$ cat config.mk
export PLATFORM = sky130hd
export DESIGN_NAME = vector_mem_unit_flat
export DESIGN_NICKNAME = d
export VERILOG_FILES = /design/src/rtl/vector_mem_unit_if.sv /design/src/rtl/vector_mem_unit.sv /design/src/flat_wrapper.sv
export SDC_FILE = /design/constraint.sdc
export NUM_CORES = 1
export LEC_CHECK = 0
export CORE_AREA = 2 2 206 208
export DETAILED_ROUTE_END_ITERATION = 12
export DIE_AREA = 0 0 208 210
export PLACE_DENSITY_LB_ADDON = 0.15
export SYNTH_ARGS = -nofsm -noshare
export SYNTH_HDL_FRONTEND = slang
export SYNTH_SLANG_ARGS = --single-unit
$ cat constraint.sdc
create_clock -name clk -period 9.91 [get_ports clk]
set_input_delay 1.982 -clock clk [delete_from_list [all_inputs] [get_ports clk]]
set_output_delay 1.982 -clock clk [all_outputs]
set_load 0.05 [all_outputs]
$ cat src/rtl/vector_mem_unit_if.sv
// Signal bundle between the vector load/store unit, the issue stage,
// data memory and the vector register-file write port.
interface vector_mem_unit_if #(
    parameter int VLEN   = 192,
    parameter int MEM_W  = 32,
    parameter int ADDR_W = 32
);
    logic              start;
    logic              is_store;
    logic [ADDR_W-1:0] base_addr;
    logic [3:0]        vd;
    logic [VLEN-1:0]   store_data;

    logic [MEM_W-1:0]  mem_rdata;
    logic              mem_ready;
    logic [ADDR_W-1:0] mem_addr;
    logic              mem_rd_en;
    logic              mem_wr_en;
    logic [MEM_W-1:0]  mem_wdata;

    logic              busy;
    logic              done;
    logic              err;

    logic              rf_wr_enable;
    logic [3:0]        rf_rd;
    logic [VLEN-1:0]   rf_wd;

    // master is the unit itself; slave is everything around it
    modport master (
        input  start, is_store, base_addr, vd, store_data, mem_rdata, mem_ready,
        output busy, done, err, mem_addr, mem_rd_en, mem_wr_en, mem_wdata,
        output rf_wr_enable, rf_rd, rf_wd
    );

    modport slave (
        output start, is_store, base_addr, vd, store_data, mem_rdata, mem_ready,
        input  busy, done, err, mem_addr, mem_rd_en, mem_wr_en, mem_wdata,
        input  rf_wr_enable, rf_rd, rf_wd
    );
endinterface

$ cat src/rtl/vector_mem_unit.sv
// Vector load/store unit: moves one VLEN-bit vector register to or from
// memory as BEATS consecutive MEM_W-bit words, one handshake per word.
module vector_mem_unit #(
    parameter int VLEN   = 192,
    parameter int MEM_W  = 32,
    parameter int ADDR_W = 32
) (
    input  logic               clk,
    input  logic               rst,
    vector_mem_unit_if.master  bus
);
    localparam int BEATS  = VLEN / MEM_W;
    localparam int BEAT_W = $clog2(BEATS);
    localparam int OFF_W  = $clog2(MEM_W / 8);
    localparam logic [BEAT_W-1:0] LAST_BEAT = BEAT_W'(BEATS - 1);
    localparam logic [ADDR_W-1:0] BEAT_BYTES = ADDR_W'(MEM_W / 8);

    typedef enum logic [1:0] {
        IDLE,
        XFER,
        WB,
        DONE
    } state_t;

    state_t                       state;
    state_t                       state_next;
    logic                         is_store_q;
    logic [ADDR_W-1:0]            base_q;
    logic [3:0]                   vd_q;
    logic [BEATS-1:0][MEM_W-1:0]  vec_q;
    logic [BEAT_W-1:0]            beat;
    logic                         err_q;
    logic                         cmd_bad;
    logic                         last_beat;
    logic                         beat_done;

    // Misaligned base or an out-of-range load destination short-circuits to DONE
    assign cmd_bad   = (bus.base_addr[OFF_W-1:0] != '0) ||
                       (!bus.is_store && (bus.vd >= 4'd8));
    assign last_beat = (beat == LAST_BEAT);
    assign beat_done = (state == XFER) && bus.mem_ready;

    always_ff @(posedge clk or posedge rst) begin
        if (rst) begin
            state <= IDLE;
        end else begin
            state <= state_next;
        end
    end

    always_comb begin
        state_next       = state;
        bus.busy         = 1'b0;
        bus.done         = 1'b0;
        bus.err          = 1'b0;
        bus.mem_addr     = '0;
        bus.mem_rd_en    = 1'b0;
        bus.mem_wr_en    = 1'b0;
        bus.mem_wdata    = '0;
        bus.rf_wr_enable = 1'b0;
        bus.rf_rd        = '0;
        bus.rf_wd        = '0;

        unique case (state)
            IDLE: begin
                if (bus.start) begin
                    state_next = cmd_bad ? DONE : XFER;
                end
            end
            XFER: begin
                bus.busy     = 1'b1;
                bus.mem_addr = base_q + ADDR_W'(beat) * BEAT_BYTES;
                if (is_store_q) begin
                    bus.mem_wr_en = 1'b1;
                    bus.mem_wdata = vec_q[beat];
                end else begin
                    bus.mem_rd_en = 1'b1;
                end
                if (bus.mem_ready && last_beat) begin
                    state_next = is_store_q ? DONE : WB;
                end
            end
            WB: begin
                bus.busy         = 1'b1;
                bus.rf_wr_enable = 1'b1;
                bus.rf_rd        = vd_q;
                bus.rf_wd        = vec_q;
                state_next       = DONE;
            end
            DONE: begin
                bus.busy   = 1'b1;
                bus.done   = 1'b1;
                bus.err    = err_q;
                state_next = IDLE;
            end
            default: begin
                state_next = IDLE;
            end
        endcase
    end

    // The same buffer holds the store operand or collects the load lanes
    always_ff @(posedge clk or posedge rst) begin
        if (rst) begin
            is_store_q <= 1'b0;
            base_q     <= '0;
            vd_q       <= '0;
            vec_q      <= '0;
            beat       <= '0;
            err_q      <= 1'b0;
        end else if ((state == IDLE) && bus.start) begin
            is_store_q <= bus.is_store;
            base_q     <= bus.base_addr;
            vd_q       <= bus.vd;
            vec_q      <= bus.store_data;
            beat       <= '0;
            err_q      <= cmd_bad;
        end else if (beat_done) begin
            if (!is_store_q) begin
                vec_q[beat] <= bus.mem_rdata;
            end
            if (!last_beat) begin
                beat <= beat + BEAT_W'(1);
            end
        end
    end
endmodule
$ cat src/flat_wrapper.sv
// flat-port wrapper written by rule: the top's interface ports become plain ports
module vector_mem_unit_flat 
#(
    parameter int VLEN   = 192,
    parameter int MEM_W  = 32,
    parameter int ADDR_W = 32
)
  (clk, rst, bus_start, bus_is_store, bus_base_addr, bus_vd, bus_store_data, bus_mem_rdata, bus_mem_ready, bus_busy, bus_done, bus_err, bus_mem_addr, bus_mem_rd_en, bus_mem_wr_en, bus_mem_wdata, bus_rf_wr_enable, bus_rf_rd, bus_rf_wd);
  vector_mem_unit_if #(.VLEN(VLEN), .MEM_W(MEM_W), .ADDR_W(ADDR_W)) bus_i ();
  input  logic clk;
  input  logic rst;
  input wire logic [$bits(bus_i.start)-1:0] bus_start;
  input wire logic [$bits(bus_i.is_store)-1:0] bus_is_store;
  input wire logic [$bits(bus_i.base_addr)-1:0] bus_base_addr;
  input wire logic [$bits(bus_i.vd)-1:0] bus_vd;
  input wire logic [$bits(bus_i.store_data)-1:0] bus_store_data;
  input wire logic [$bits(bus_i.mem_rdata)-1:0] bus_mem_rdata;
  input wire logic [$bits(bus_i.mem_ready)-1:0] bus_mem_ready;
  output wire logic [$bits(bus_i.busy)-1:0] bus_busy;
  output wire logic [$bits(bus_i.done)-1:0] bus_done;
  output wire logic [$bits(bus_i.err)-1:0] bus_err;
  output wire logic [$bits(bus_i.mem_addr)-1:0] bus_mem_addr;
  output wire logic [$bits(bus_i.mem_rd_en)-1:0] bus_mem_rd_en;
  output wire logic [$bits(bus_i.mem_wr_en)-1:0] bus_mem_wr_en;
  output wire logic [$bits(bus_i.mem_wdata)-1:0] bus_mem_wdata;
  output wire logic [$bits(bus_i.rf_wr_enable)-1:0] bus_rf_wr_enable;
  output wire logic [$bits(bus_i.rf_rd)-1:0] bus_rf_rd;
  output wire logic [$bits(bus_i.rf_wd)-1:0] bus_rf_wd;
  assign bus_i.start = bus_start;
  assign bus_i.is_store = bus_is_store;
  assign bus_i.base_addr = bus_base_addr;
  assign bus_i.vd = bus_vd;
  assign bus_i.store_data = bus_store_data;
  assign bus_i.mem_rdata = bus_mem_rdata;
  assign bus_i.mem_ready = bus_mem_ready;
  assign bus_busy = bus_i.busy;
  assign bus_done = bus_i.done;
  assign bus_err = bus_i.err;
  assign bus_mem_addr = bus_i.mem_addr;
  assign bus_mem_rd_en = bus_i.mem_rd_en;
  assign bus_mem_wr_en = bus_i.mem_wr_en;
  assign bus_mem_wdata = bus_i.mem_wdata;
  assign bus_rf_wr_enable = bus_i.rf_wr_enable;
  assign bus_rf_rd = bus_i.rf_rd;
  assign bus_rf_wd = bus_i.rf_wd;
  vector_mem_unit #(.VLEN(VLEN), .MEM_W(MEM_W), .ADDR_W(ADDR_W)) u_core (.clk(clk), .rst(rst), .bus(bus_i));
endmodule
# Word-level counts from Yosys, hierarchy flattened
# Index checks and enable logic that the tools add are counted.
[word_totals]
regBits = 235
in_bits = 265
[op_classes]
n_addsub = 2
magnitude_cmp = 3
n_eq_ne = 8
mux = 29
reduce_logical = 14
[ops]
columns = ["operator", "n"]
rows = [
  ["192-bit 2-to-1 mux", 4],
  ["192-bit bitwise mux", 1],
  ["32-bit 2-to-1 mux", 5],
  ["32-bit binary-select mux with 3-bit select", 1],
  ["32-bit demux with 3-bit select", 1],
  ["32-bit by 5-bit adder with 32-bit output", 1],
  ["1-bit 2-to-1 mux", 9],
  ["3-bit 2-to-1 mux", 3],
  ["2-bit inequality test (second input constant)", 4],
  ["2-bit case mux with 4 select lines", 1],
  ["2-bit 2-to-1 mux", 3],
  ["2-bit AND reduction", 3],
  ["1-bit logical AND", 5],
  ["2-bit equality test (second input constant)", 2],
  ["4-bit >= comparator (second input constant)", 1],
  ["3-bit by 4-bit less-than comparator with 1-bit output (second input constant)", 1],
  ["4-bit 2-to-1 mux", 1],
  ["2-bit nonzero test", 2],
  ["3-bit by 1-bit adder with 3-bit output (second input constant)", 1],
  ["3-bit equality test (second input constant)", 1],
  ["3-bit by 1-bit >= comparator with 1-bit output (second input constant)", 1],
  ["3-bit OR reduction", 1],
  ["2-bit by 1-bit equality test with 1-bit output (second input constant)", 1],
  ["2-bit logical NOT", 1],
  ["other kinds (2)", 2],
]

# Longest topological paths before layout
[logic_depth]
ltp_word = 8
mapped_depth = 9

# Worst setup path after synthesis
# Ideal clock, no wire load.
[synth_path]
path_type = "register -> output"
startpoint = "reg u_core.beat[1]"
endpoint = "out bus_mem_addr[16]"
arrival_ns = 2.926
required_time_ns = 7.928
path_slack_ns = 5.002
path_stages_with_launch = 9
cell_sequence = "dfrtp_1 inv_1 clkbuf_1 fa_1 nor2b_1 nor2_1 clkbuf_1 or4_1 a21oi_1"
[synth_between]
elab_chain_cells = 2
[synth_lines]
columns = ["item", "line", "rtl"]
rows = [
  ["from (decl)", "vector_mem_unit.sv:31", "logic [BEAT_W-1:0] beat;"],
  ["from (signal assigned)", "vector_mem_unit.sv:123", "beat <= beat + BEAT_W'(1);"],
  ["32-bit by 5-bit adder with 32-bit output", "vector_mem_unit.sv:72", "bus.mem_addr = base_q + ADDR_W'(beat) * BEAT_BYTES;"],
  ["32-bit 2-to-1 mux", "vector_mem_unit.sv:64", "unique case (state)"],
  ["to (decl)", "flat_wrapper.sv:22", "output wire logic [$bits(bus_i.mem_addr)-1:0] bus_mem_addr;"],
]
# No other way between the ends.

# Worst setup path after layout
[layout_path]
startpoint = "reg u_core.beat[0]"
endpoint = "out bus_mem_addr[14]"
# Same word-level chain as after synthesis.

==> reports/results.txt <==
Clock Tree Root - clkbuf_16
port bufs - 530
GRT overflow - 0
Max-slew headroom - 20.5%
Clock Skew - 0.0170 ns
synth warn - 0
vias - 13,700
CP required - 7.93 ns
total power draw - 6850 µW
Sink Count - 235
htree depth - 1
Total Wirelength - 59.2 mm
Routability Congestion - 0.845
Max Fclk - 159 MHz
clk buf depth - 3
share of layout cells above drive strength 1 - 7.25%
final-report max-slew violation count - 0
Starting DRT DRC Count - 954
Post-synth EDFFs - 0
worst-path fanout max - 49
antenna viol nets, final - 0
Startpoint Class - register
Setup-failing EPs final - 0
count of state elements after synthesis - 235
row cnt - 75
Hold-fix buffers, CTS - 0
initial antenna violation count - 12
Yosys cell types - 55
DR vias/cell - 5.32
Main synth FF type - dfrtp_1
register area share after synthesis - 40.5%
die area - 43,700 µm²
Post-CTS Setup Inserts - 0
unrepaired setup endpoints after global routing - no
Worst-path clk slew - 0.06 ns
first-pass GRT wire length - 88.4 mm
First-pass DRT Iterations - 5
Routed WL per cell - 23.0 µm
commonest non-fill, non-tap cells in the layout - clkdlybuf4s50_1, mux2i_1, dfrtp_1, nand2_1, and2_1
Num CTS Buffers - 30
Initial Util - 35.0%
Worst Setup Path Type - register to output pin
PD cells - 325 nW/µm²
max cap viols - 0
Worst-Margin Slew - 1.19 ns
number of global-route vias before repair - 14,200
filler instances - 4,011
I/O Pins - 531
commonest non-fill, non-tap cell in the layout - clkdlybuf4s50_1
outcome - finished, final reports clean
Tcrit/Tclk final - 63.3%
Die W - 208 µm
Core Footprint - 41,500 µm²
crit path DAT - 4.29 ns
Peak VDD IR - 188 µV
crit end category - output pin
post-synthesis async set-or-reset flop share - 100%
Syn Inst Count - 1,554
largest net degree at the start of global routing - 258
static leakage - 0.00880 µW
syn_area_per_cell - 9.33 µm²
DRC - 0
Nets - 2,279
worst-skew pair later-pin latency - 0.57 ns
post-cts sizing count - 0
CTS tree - built
mapped cell area - 14,500 µm²
Chip Height - 210 µm
dpl hpwl - 40.7 mm
Final min period - 6.27 ns
GRT Util Overall - 26.3%
class of the worst hold path - register to register
total negative setup slack - 0 ns
Net Count, Synth - 1,830
area delta synth->final - 45.2%
Final Hold Viols - 0
power breakdown:
| group | total, µW | internal [µW] | switching (µW) |
|---|---|---|---|
| Clock | 1070 | 624 | 445 |
| Combinational | 3900 | 1430 | 2460 |
| Sequential | 1880 | 1420 | 460 |
cells by family after synthesis:
kind of cell | Yosys count | synth area share, %
AOI/OAI and AO/OA | 326 | 13.2
DFF | 235 | 40.5
adders and majority gates | 11 | 1.00
xor gates and xnor gates | 6 | 0.362
muxes | 291 | 21.1
buffers and inverters | 146 | 4.69
and+or+nand+nor | 539 | 19.2
layout make-up:
cell class	count	area [µm²]	area share, %
Multi-Input combinational cell	1173	7980	37.9
Clock inverter	16	105	0.499
Timing Repair Buffer	550	5480	26.0
Clock buffer	40	850	4.03
Sequential cell	235	5890	28.0
Inverter	13	56.3	0.267
Tap cell	539	674	3.20
Antenna cell	12	30.0	0.143
layer usage:
| layer | vias up | routed length (µm) | GRT usage [%] |
|---|---|---|---|
| met5 | - | 0 | 0 |
| li1 | 6352 | - | - |
| met1 | 6682 | 24700 | 33.7 |
| met4 | 0 | 2390 | 12.1 |
| met2 | 552 | 28000 | 42.7 |
| met3 | 123 | 4110 | 5.47 |
sequential cells by signal, summed over array words and instances, names as in the netlist:
name               cells
u_core.base_q         32
u_core.err_q           1
u_core.state           2
u_core.vec_q         192
u_core.beat            3
u_core.is_store_q      1
u_core.vd_q            4
critical path: stages, from the launching register on:
cell	delay [ns]
dfrtp_4	0.86
ha_1	0.28
inv_1	0.06
fa_1	0.37
nor2b_1	0.27
nor2_1	0.32
or4_1	0.58
a21oi_1	0.16
clkdlybuf4s50_1	0.83
worst paths after layout:
kind	from	end	slack, ns	depth (start not counted)
max	u_core.beat[0]	bus_mem_addr[14]	3.64	8
min reg2reg	u_core.vd_q[1]	u_core.vd_q[1]	0.50	1
max reg2reg	u_core.beat[2]	u_core.vec_q[138]	6.06	5
min	u_core.vd_q[1]	u_core.vd_q[1]	0.50	1
max in group asynchronous	rst	u_core.beat[0]	6.68	3
min in group asynchronous	rst	u_core.vec_q[36]	1.96	2
synth_stat cells (all sizes together), types with 3 or more instances:
| library cell | number | area, µm² |
|---|---|---|
| mux2 | 53 | 597 |
| o22ai | 6 | 37.5 |
| ha | 10 | 125 |
| mux4 | 6 | 135 |
| nor2b | 6 | 37.5 |
| nand3 | 11 | 55.1 |
| o31ai | 16 | 120 |
| and4 | 4 | 40.0 |
| nand2 | 219 | 822 |
| a222oi | 7 | 70.1 |
| a221oi | 7 | 61.3 |
| mux2i | 232 | 2320 |
| nand2b | 4 | 25.0 |
| or3 | 3 | 18.8 |
| buf | 51 | 300 |
| clkbuf | 82 | 332 |
| o221ai | 4 | 35.0 |
| xor2 | 3 | 26.3 |
| o2bb2ai | 7 | 61.3 |
| nor4 | 3 | 33.8 |
| a22o | 7 | 61.3 |
| and3 | 3 | 22.5 |
| a211oi | 10 | 75.1 |
| inv | 13 | 48.8 |
| or4 | 16 | 120 |
| a22oi | 20 | 150 |
| nor2 | 43 | 161 |
| nand4 | 13 | 96.3 |
| xnor2 | 3 | 26.3 |
| o21ai | 201 | 1010 |
| a21oi | 32 | 160 |
| and2 | 209 | 1310 |
| dfrtp | 235 | 5880 |
metrics by stage:
stage / util [%] / instances / setup slack [ns] / area [µm²] / hold WS (ns)
6_report: 50.8 / 2578 / 3.64 / 21100 / 0.497
2_1_floorplan: - / 1554 / 1.48 / 14500 / 0.472
5_1_grt: 50.8 / 2577 / 3.42 / 21100 / 0.509
3_3_place_gp: 48.4 / 2510 / 4.19 / 20100 / 0.482
4_1_cts: 50.7 / 2566 / 3.59 / 21000 / 0.501
3_5_place_dp: 48.4 / 2510 / 4.18 / 20100 / 0.488
(Power assumes the default switching activity.)
